==> src/rtl/pipeline_stall_controller_pkg.sv <==
`default_nettype none
// ============================================================================
//  Module   : pipeline_stall_controller_pkg
//  Purpose  : Shared widths, FSM state codes and register-compare helper for
//             the pipeline stall controller and its hazard-detect unit.
//  Revision : 1.0 - initial release
// ============================================================================
package pipeline_stall_controller_pkg;

  // Register-file address width used by the ID/EXE/MEM operand fields
  localparam int REG_LENGTH       = 5;
  // Default width of the saturating stall-cycle counter
  localparam int STALL_CNT_LENGTH = 16;

  typedef enum logic {
    HZ_RUN      = 1'b0,
    HZ_MEM_WAIT = 1'b1
  } hz_state_e;

  // RAW hit: a writing stage targets source 1, or source 2 when it is a real operand
  function automatic logic raw_hit(
    input logic                  wb_en,
    input logic [REG_LENGTH-1:0] dest,
    input logic [REG_LENGTH-1:0] src1,
    input logic [REG_LENGTH-1:0] src2,
    input logic                  two_src
  );
    return wb_en & ((src1 == dest) | (two_src & (src2 == dest)));
  endfunction

endpackage
`default_nettype wire

==> src/rtl/pipeline_stall_controller_hazard.sv <==
`default_nettype none
// ============================================================================
//  Module   : pipeline_stall_controller_hazard
//  Purpose  : Hazard-detect unit. Purely combinational RAW check at ID against
//             the EXE and MEM destinations; only load-use stalls while the
//             forwarding unit is active.
//  Revision : 1.0 - initial release
// ============================================================================
module pipeline_stall_controller_hazard
  import pipeline_stall_controller_pkg::*;
(
  input  logic                  forward_en_i,
  input  logic [REG_LENGTH-1:0] src1_i,
  input  logic [REG_LENGTH-1:0] src2_i,
  input  logic                  two_src_i,
  input  logic [REG_LENGTH-1:0] dest_exe_i,
  input  logic                  wb_en_exe_i,
  input  logic                  mem_r_en_exe_i,
  input  logic [REG_LENGTH-1:0] dest_mem_i,
  input  logic                  wb_en_mem_i,
  output logic                  stall_o
);

  logic hz_exe;
  logic hz_mem;

  // With forwarding, only an EXE load cannot be bypassed in time
  always_comb begin
    hz_exe  = raw_hit(wb_en_exe_i, dest_exe_i, src1_i, src2_i, two_src_i);
    hz_mem  = raw_hit(wb_en_mem_i, dest_mem_i, src1_i, src2_i, two_src_i);
    stall_o = forward_en_i ? (hz_exe & mem_r_en_exe_i) : (hz_exe | hz_mem);
  end

endmodule
`default_nettype wire

==> src/rtl/pipeline_stall_controller.sv <==
`default_nettype none
// ============================================================================
//  Module   : pipeline_stall_controller
//  Purpose  : Hazard/stall sequencer for the 5-stage pipeline. Combines ID
//             RAW stalls, SRAM wait-state freezes and branch flushes into
//             freeze/bubble/flush controls; tracks SRAM timeout and stall time.
//  Revision : 1.0 - initial release
// ============================================================================
module pipeline_stall_controller
  import pipeline_stall_controller_pkg::*;
#(
  parameter int MEM_TIMEOUT = 16,
  parameter int STALL_CNT_W = STALL_CNT_LENGTH
) (
  input  logic                   clk,
  input  logic                   rst,
  input  logic                   forward_en,
  input  logic [REG_LENGTH-1:0]  src1_ID,
  input  logic [REG_LENGTH-1:0]  src2_ID,
  input  logic                   two_src_ID,
  input  logic [REG_LENGTH-1:0]  dest_EXE,
  input  logic                   WB_EN_EXE,
  input  logic                   MEM_R_EN_EXE,
  input  logic [REG_LENGTH-1:0]  dest_MEM,
  input  logic                   WB_EN_MEM,
  input  logic                   branch_taken,
  input  logic                   mem_req,
  input  logic                   mem_ready,
  output logic                   freeze_IF,
  output logic                   freeze_pipe,
  output logic                   bubble_EXE,
  output logic                   flush_IF,
  output logic                   mem_error,
  output logic [STALL_CNT_W-1:0] stall_cnt
);

  localparam int WCNT_W = $clog2(MEM_TIMEOUT + 1);

  hz_state_e              state_q, state_d;
  logic [WCNT_W-1:0]      wait_cnt_q, wait_cnt_d;
  logic                   pending_flush_q, pending_flush_d;
  logic                   mem_error_q, mem_error_d;
  logic [STALL_CNT_W-1:0] stall_cnt_q, stall_cnt_d;

  logic stall;
  logic wait_start;
  logic freeze_if_c, freeze_pipe_c, bubble_c, flush_c;

  pipeline_stall_controller_hazard u_hazard (
    .forward_en_i   (forward_en),
    .src1_i         (src1_ID),
    .src2_i         (src2_ID),
    .two_src_i      (two_src_ID),
    .dest_exe_i     (dest_EXE),
    .wb_en_exe_i    (WB_EN_EXE),
    .mem_r_en_exe_i (MEM_R_EN_EXE),
    .dest_mem_i     (dest_MEM),
    .wb_en_mem_i    (WB_EN_MEM),
    .stall_o        (stall)
  );

  assign wait_start = mem_req & ~mem_ready;

  // Next-state and same-cycle control decode; a taken branch overrides a RAW stall
  always_comb begin
    state_d         = state_q;
    wait_cnt_d      = wait_cnt_q;
    pending_flush_d = pending_flush_q;
    mem_error_d     = mem_error_q;
    freeze_if_c     = 1'b0;
    freeze_pipe_c   = 1'b0;
    bubble_c        = 1'b0;
    flush_c         = 1'b0;
    case (state_q)
      HZ_RUN: begin
        if (wait_start) begin
          freeze_if_c     = 1'b1;
          freeze_pipe_c   = 1'b1;
          state_d         = HZ_MEM_WAIT;
          wait_cnt_d      = WCNT_W'(1);
          // a flush still owed from a timed-out wait must not be lost
          pending_flush_d = pending_flush_q | branch_taken;
        end else if (pending_flush_q) begin
          // first free cycle after a timeout delivers the deferred flush
          flush_c         = 1'b1;
          bubble_c        = 1'b1;
          pending_flush_d = 1'b0;
        end else begin
          flush_c     = branch_taken;
          bubble_c    = branch_taken | stall;
          freeze_if_c = stall & ~branch_taken;
        end
      end
      HZ_MEM_WAIT: begin
        if (!mem_ready) begin
          freeze_if_c     = 1'b1;
          freeze_pipe_c   = 1'b1;
          pending_flush_d = pending_flush_q | branch_taken;
          if (wait_cnt_q == WCNT_W'(MEM_TIMEOUT)) begin
            mem_error_d = 1'b1;
            state_d     = HZ_RUN;
          end else begin
            wait_cnt_d = wait_cnt_q + WCNT_W'(1);
          end
        end else begin
          state_d         = HZ_RUN;
          pending_flush_d = 1'b0;
          if (pending_flush_q | branch_taken) begin
            flush_c  = 1'b1;
            bubble_c = 1'b1;
          end else begin
            bubble_c    = stall;
            freeze_if_c = stall;
          end
        end
      end
      default: state_d = HZ_RUN;
    endcase

    stall_cnt_d = stall_cnt_q;
    if ((freeze_if_c | freeze_pipe_c) && (stall_cnt_q != {STALL_CNT_W{1'b1}})) begin
      stall_cnt_d = stall_cnt_q + STALL_CNT_W'(1);
    end
  end

  // State, counters and sticky flag; reset abandons any in-flight wait
  always_ff @(posedge clk) begin
    if (!rst) begin
      state_q         <= HZ_RUN;
      wait_cnt_q      <= '0;
      pending_flush_q <= 1'b0;
      mem_error_q     <= 1'b0;
      stall_cnt_q     <= '0;
    end else begin
      state_q         <= state_d;
      wait_cnt_q      <= wait_cnt_d;
      pending_flush_q <= pending_flush_d;
      mem_error_q     <= mem_error_d;
      stall_cnt_q     <= stall_cnt_d;
    end
  end

  // Pipeline controls are held inactive while reset is asserted
  assign freeze_IF   = rst & freeze_if_c;
  assign freeze_pipe = rst & freeze_pipe_c;
  assign bubble_EXE  = rst & bubble_c;
  assign flush_IF    = rst & flush_c;
  assign mem_error   = mem_error_q;
  assign stall_cnt   = stall_cnt_q;

endmodule
`default_nettype wire

==> config.mk <==
export PLATFORM = sky130hd
export DESIGN_NAME = pipeline_stall_controller
export DESIGN_NICKNAME = d
export VERILOG_FILES = /design/src/rtl/pipeline_stall_controller_pkg.sv /design/src/rtl/pipeline_stall_controller_hazard.sv /design/src/rtl/pipeline_stall_controller.sv
export SDC_FILE = /design/constraint.sdc
export NUM_CORES = 1
export LEC_CHECK = 0
export CAP_MARGIN = 5
export CORE_MARGIN = 2
export CORE_UTILIZATION = 40
export DETAILED_ROUTE_END_ITERATION = 10
export PLACE_DENSITY = 0.7
export SETUP_SLACK_MARGIN = 0.4
export SYNTH_ARGS = -nofsm -noshare
export SYNTH_HDL_FRONTEND = slang
export SYNTH_SLANG_ARGS = --single-unit
==> constraint.sdc <==
create_clock -name clk -period 2.8 [get_ports clk]
set_input_delay 0.56 -clock clk [delete_from_list [all_inputs] [get_ports clk]]
set_output_delay 0.56 -clock clk [all_outputs]
set_load 0.02 [all_outputs]
# Word level (Yosys, flattened, before mapping)
# Cells that the tools add are included.
dict set report word_totals {
  inputBits 30
  wordCells 68
  output_inout_bits 21
  ff_bits 24
}
dict set report classes {
  n_reduce_logical 3
  bitwise_logic 20
  muxes 29
  n_eq_ne 9
  addsub 2
}
# cell n
set op_table {}
lappend op_table {{== test 5 bit} 4}
lappend op_table {{two-way mux 1 bit} 19}
lappend op_table {{adder 16 x 1 -> 16 bit, second input constant} 1}
lappend op_table {{inequality test 16 bit, second input constant} 1}
lappend op_table {{two-way mux 5 bit} 3}
lappend op_table {{one-hot mux 1 bit (2 select lines)} 6}
lappend op_table {{AND 1 bit} 11}
lappend op_table {{one-hot mux 5 bit (2 select lines)} 1}
lappend op_table {{inequality test 2 bit, second input constant} 3}
lappend op_table {{OR 1 bit} 6}
lappend op_table {{AND reduction 3 bit} 2}
lappend op_table {{adder 5 x 1 -> 5 bit, second input constant} 1}
lappend op_table {{== test 5 bit, second input constant} 1}
lappend op_table {{NOT 1 bit} 3}
lappend op_table {{logical AND 1 bit} 1}

# Longest topological paths before layout
dict set report depth {
  depth_word 12
  mapped_depth 7
}

# Hierarchy
# Synthesis repeated with hierarchy kept, for this count alone.
dict set report unflattened {
  hier_cells 182
  hier_area_um2 1512.7
}
# module area_each_um2 instances cells_per_inst seq_area_each_um2
set by_module_without_submodules {}
lappend by_module_without_submodules {pipeline_stall_controller 1266.2 1 150 480.5}
lappend by_module_without_submodules {pipeline_stall_controller_hazard 246.5 1 32 0.0}

# Worst setup path after synthesis
# Ideal clock, no wire load.
dict set report synth_path {
  path_type {in2out}
  from {in src1_ID[4]}
  to {out freeze_IF}
  stages 6
  n_path_buf 1
  arrival_time_ns 2.027
  required_time_ns 2.240
  slack_ns 0.213
  cell_sequence {xor2_1 nor4_1 and4_4 o41ai_4 buf_6 a21boi_0}
}
dict set report synth_via {
  elab_chain_len 10
}
# item line_no
set synth_lines {}
lappend synth_lines {{from (decl)} pipeline_stall_controller.sv:18} ;# input logic [REG_LENGTH-1:0] src1_ID,
lappend synth_lines {{== test 5 bit} pipeline_stall_controller_pkg.sv:28} ;# return wb_en & ((src1 == dest) | (two_src & (src2 == dest)));
lappend synth_lines {{OR 1 bit} pipeline_stall_controller_pkg.sv:28}
lappend synth_lines {{AND 1 bit} pipeline_stall_controller_pkg.sv:28}
lappend synth_lines {{OR 1 bit or AND 1 bit (tied branches)} pipeline_stall_controller_hazard.sv:31} ;# stall_o = forward_en_i ? (hz_exe & mem_r_en_exe_i) : (hz_exe | hz_mem);
lappend synth_lines {{two-way mux 1 bit (*)} pipeline_stall_controller_hazard.sv:31}
lappend synth_lines {{AND 1 bit} pipeline_stall_controller.sv:91} ;# freeze_if_c = stall & ~branch_taken;
lappend synth_lines {{two-way mux 1 bit} pipeline_stall_controller.sv:83} ;# end else if (pending_flush_q) begin
lappend synth_lines {{two-way mux 1 bit} pipeline_stall_controller.sv:76} ;# if (wait_start) begin
lappend synth_lines {{one-hot mux 1 bit (2 select lines) (*)} pipeline_stall_controller.sv:74} ;# case (state_q)
lappend synth_lines {{AND 1 bit (*)} pipeline_stall_controller.sv:144} ;# assign freeze_IF = rst & freeze_if_c;
lappend synth_lines {{to (decl)} pipeline_stall_controller.sv:29} ;# output logic freeze_IF,
# Mark *: on every way between the ends. The rest lies on a longest branch, timed or not.

# Worst setup path after layout
dict set report layout_path {
  from {in WB_EN_MEM}
  to {out freeze_IF}
}
dict set report layout_via {
  elab_chain_len 8
}
# item line_no
set layout_lines {}
lappend layout_lines {{from (decl)} pipeline_stall_controller.sv:25} ;# input logic WB_EN_MEM,
lappend layout_lines {{AND 1 bit (*)} pipeline_stall_controller_pkg.sv:28}
lappend layout_lines {{OR 1 bit (*)} pipeline_stall_controller_hazard.sv:31}
lappend layout_lines {{two-way mux 1 bit (*)} pipeline_stall_controller_hazard.sv:31}
lappend layout_lines {{AND 1 bit} pipeline_stall_controller.sv:91}
lappend layout_lines {{two-way mux 1 bit} pipeline_stall_controller.sv:83}
lappend layout_lines {{two-way mux 1 bit} pipeline_stall_controller.sv:76}
lappend layout_lines {{one-hot mux 1 bit (2 select lines) (*)} pipeline_stall_controller.sv:74}
lappend layout_lines {{AND 1 bit (*)} pipeline_stall_controller.sv:144}
# Marked as above.

==> reports/results.tsv <==
metric	value	unit
switchingPower	0.205	mW
finClkSkew	0.00612	ns
p_int	0.619	mW
synth_edf_count	0	
hold_depth	1	
instances_no_fill	317	
syn-num-nets	234	
seq_area_frac_synth	29.2	%
layout-drive-gt1-share	24.3	%
die_w	68.1	um
r2r-start	stall_cnt[0]	
syn2layout_area_growth	44.8	%
antenna_found_initial	0	
row_count	23	
clk_latency	0.27	ns
r2r_setup_slack	0.86	ns
cp-end-kind	output port	
firstDrtPassIters	4	
cts.sinks	24	
crit_fanout	2	
layout.nets	301	
grtUsageTotal	17.8	%
clock_power_share	37.8	%
p_seq_share	42.9	%
boundaryPins	51	
core	3970	um^2
p_leak	0.895	nW
ff2ff_path_depth	7	
grt_pass1_vias	1448	
status	finished, final reports clean	
dp_hpwl	3090	um
p_sw_share	24.9	%
cp_slowest_cell	clkdlybuf4s50_1	
dpl.cell_count	311	
clockBufferDepth	2	
overflow	0	
hold_end	mem_error	
antenna_cells	0	
numCtsBuffers	3	
slew_violations	0	
post-route-period-util	84.4	%
gp_congestion	0.823	
cts.clk_slew.worst_paths	0.09	ns
worst_pin_slew	0.388	ns
synthTopCellsByArea	dfxtp_1, mux2i_1, xnor2_1	
synth_area	1640	um^2
yosys_register_bits	24	
synth_top_cell_area_share	29.2	%
port_buffers	50	
routed_wl	4170	um
design.die.area	4640	um^2
async_flop_share	0	%
min_path_type	flip-flop to flip-flop	
synth.largest_area_cell	dfxtp_1	
critPathRequiredTime	2.24	ns
drtIter0Drc	75	
grt_max_degree	38	
place_ws	-0.364	ns
hold_viol_final	0	
p_per_area	346	nW/um^2
cp.arrival	1.80	ns
synth_most_common_cell	nand2_1	
die_h	68.1	um
initial_utilization	41.4	%
maxSlewHeadroom	73.9	%
grt_pass1_wl	6310	um
p_comb_share	19.4	%
synth_area_per_cell	8.17	um^2
cts_tree	yes	
finalSetupViolCount	0	
setup_ws	0.436	ns
yosysUniqueCellTypes	40	
r2r-end	stall_cnt[11]	
synthFlopType	dfxtp_1	
max_cap_violations	0	
avgRoutedWirePerCell	13.2	um
ir_drop	0.395	mV
ctsHoldBuffers	0	
clockRootBuffer	clkbuf_8	
min_from	mem_error	
fillCellCount	366	
slowest_delay	0.44	ns
num_vias	1656	
rsz0062_at_grt	yes	
critPathLaunchType	input pin	
vias_per_cell	5.22	
htreeDepth	1	
route.detailed.drc	0	
min_period	2.36	ns
yosys-top-cells-count	nand2_1, dfxtp_1, mux2i_1, xnor2_1	
fmax	423	MHz
ant_nets	0	
path_class	input pin to output port	
synthesis.instances	201	
path_cells	clkdlybuf4s50_1 > nand4_1 > nor2_4 > o41ai_4 > a21boi_2 > buf_6	
ys.warnings.count	0	
[worst max-delay path: cells and delay by family]
kind | cells | cell delay [ns]
buf+inv | 2 | 0.58
compound gates | 2 | 0.45
simple gates | 2 | 0.22
[placed cells by master, fill, tap and decap left out, types with 8 or more instances in the layout]
cell type        synthesis  routed
mux2i_1                 15      15
dfxtp_1                 24      24
a211oi_1                10      10
nand3_1                  8       8
nand2_1                 28      28
nand4_1                  9       9
clkdlybuf4s50_1          0      22
xnor2_1                 15      13
nor2_1                  14      13
clkbuf_2                 0      15
nand2b_1                14      14
buf_4                    0      18
[per-layer routing]
layer  vias up  share of wire [%]  GRT usage, %
met1       774                 45          22.5
met3         6                3.2          3.78
met4         0                1.3          4.50
met5         -                  0             0
li1        850                  -             -
met2        26                 50          30.8
[sequential cells by signal (all words and copies together), names as in the netlist]
register	flops
mem_error	1
pending_flush_q	1
stall_cnt	16
state_q	1
wait_cnt_q	5
[repair_timing]
action                                  4_1_cts  5_1_grt
gates resized for setup                      69       31
setup buffers                                 1        1
endpoints found under the setup margin        8        3
pin swaps                                    20       14
[cell type report]
type                            instances  area, um^2  area share [%]
Timing Repair Buffer                   70         566            23.8
Clock inverter                          1        30.0            1.26
Sequential cell                        24         480            20.2
Inverter                                8        30.0            1.26
Tap cell                               50        62.6            2.63
Clock buffer                            3        41.3            1.74
Multi-Input combinational cell        161        1170            49.1
[power by group through the flow]
stage                     logic [mW]  clock network (mW)  registers (mW)
after detailed placement       0.160                   0           0.361
after CTS                      0.158               0.313           0.353
after global routing           0.173               0.328           0.354
final                          0.159               0.311           0.353
after floorplan               0.0718                   0           0.362
after global placement         0.158                   0           0.361
[worst max-delay path by stage]
stage / cells after the start / to / slack, ns / from
finish: 6 / freeze_IF / 0.44 / WB_EN_MEM
global route: 6 / freeze_IF / 0.37 / WB_EN_MEM
global placement: 7 / freeze_IF / -0.38 / src1_ID[1]
detailed placement: 7 / freeze_IF / -0.36 / src1_ID[1]
CTS: 8 / freeze_IF / 0.30 / src1_ID[4]
floorplan: 6 / freeze_IF / 0.48 / forward_en
[stage by stage]
step / power, mW / hold slack [ns] / cell area [um^2] / utilization (%) / setup TNS, ns
floorplan: 0.434 / 0.470 / 1650 / - / 0
global placement: 0.519 / 0.455 / 2310 / 58.1 / -0.719
detailed placement: 0.521 / 0.460 / 2310 / 58.1 / -0.690
CTS: 0.824 / 0.485 / 2410 / 60.6 / 0
global route: 0.855 / 0.507 / 2380 / 59.9 / 0
finish: 0.824 / 0.480 / 2380 / 59.9 / 0
[logic make-up after synthesis]
logic type                 Yosys count  share of synthesized area (%)
and+or+nand+nor                     91                           28.3
AOI/OAI and AO/OA                   29                           14.5
DFF                                 24                           29.2
xor gates and xnor gates            22                           11.7
buffers and inverters               16                           4.11
muxes                               16                           9.82
adders and majority gates            3                           2.29
Power figures use the tool's default switching activity.
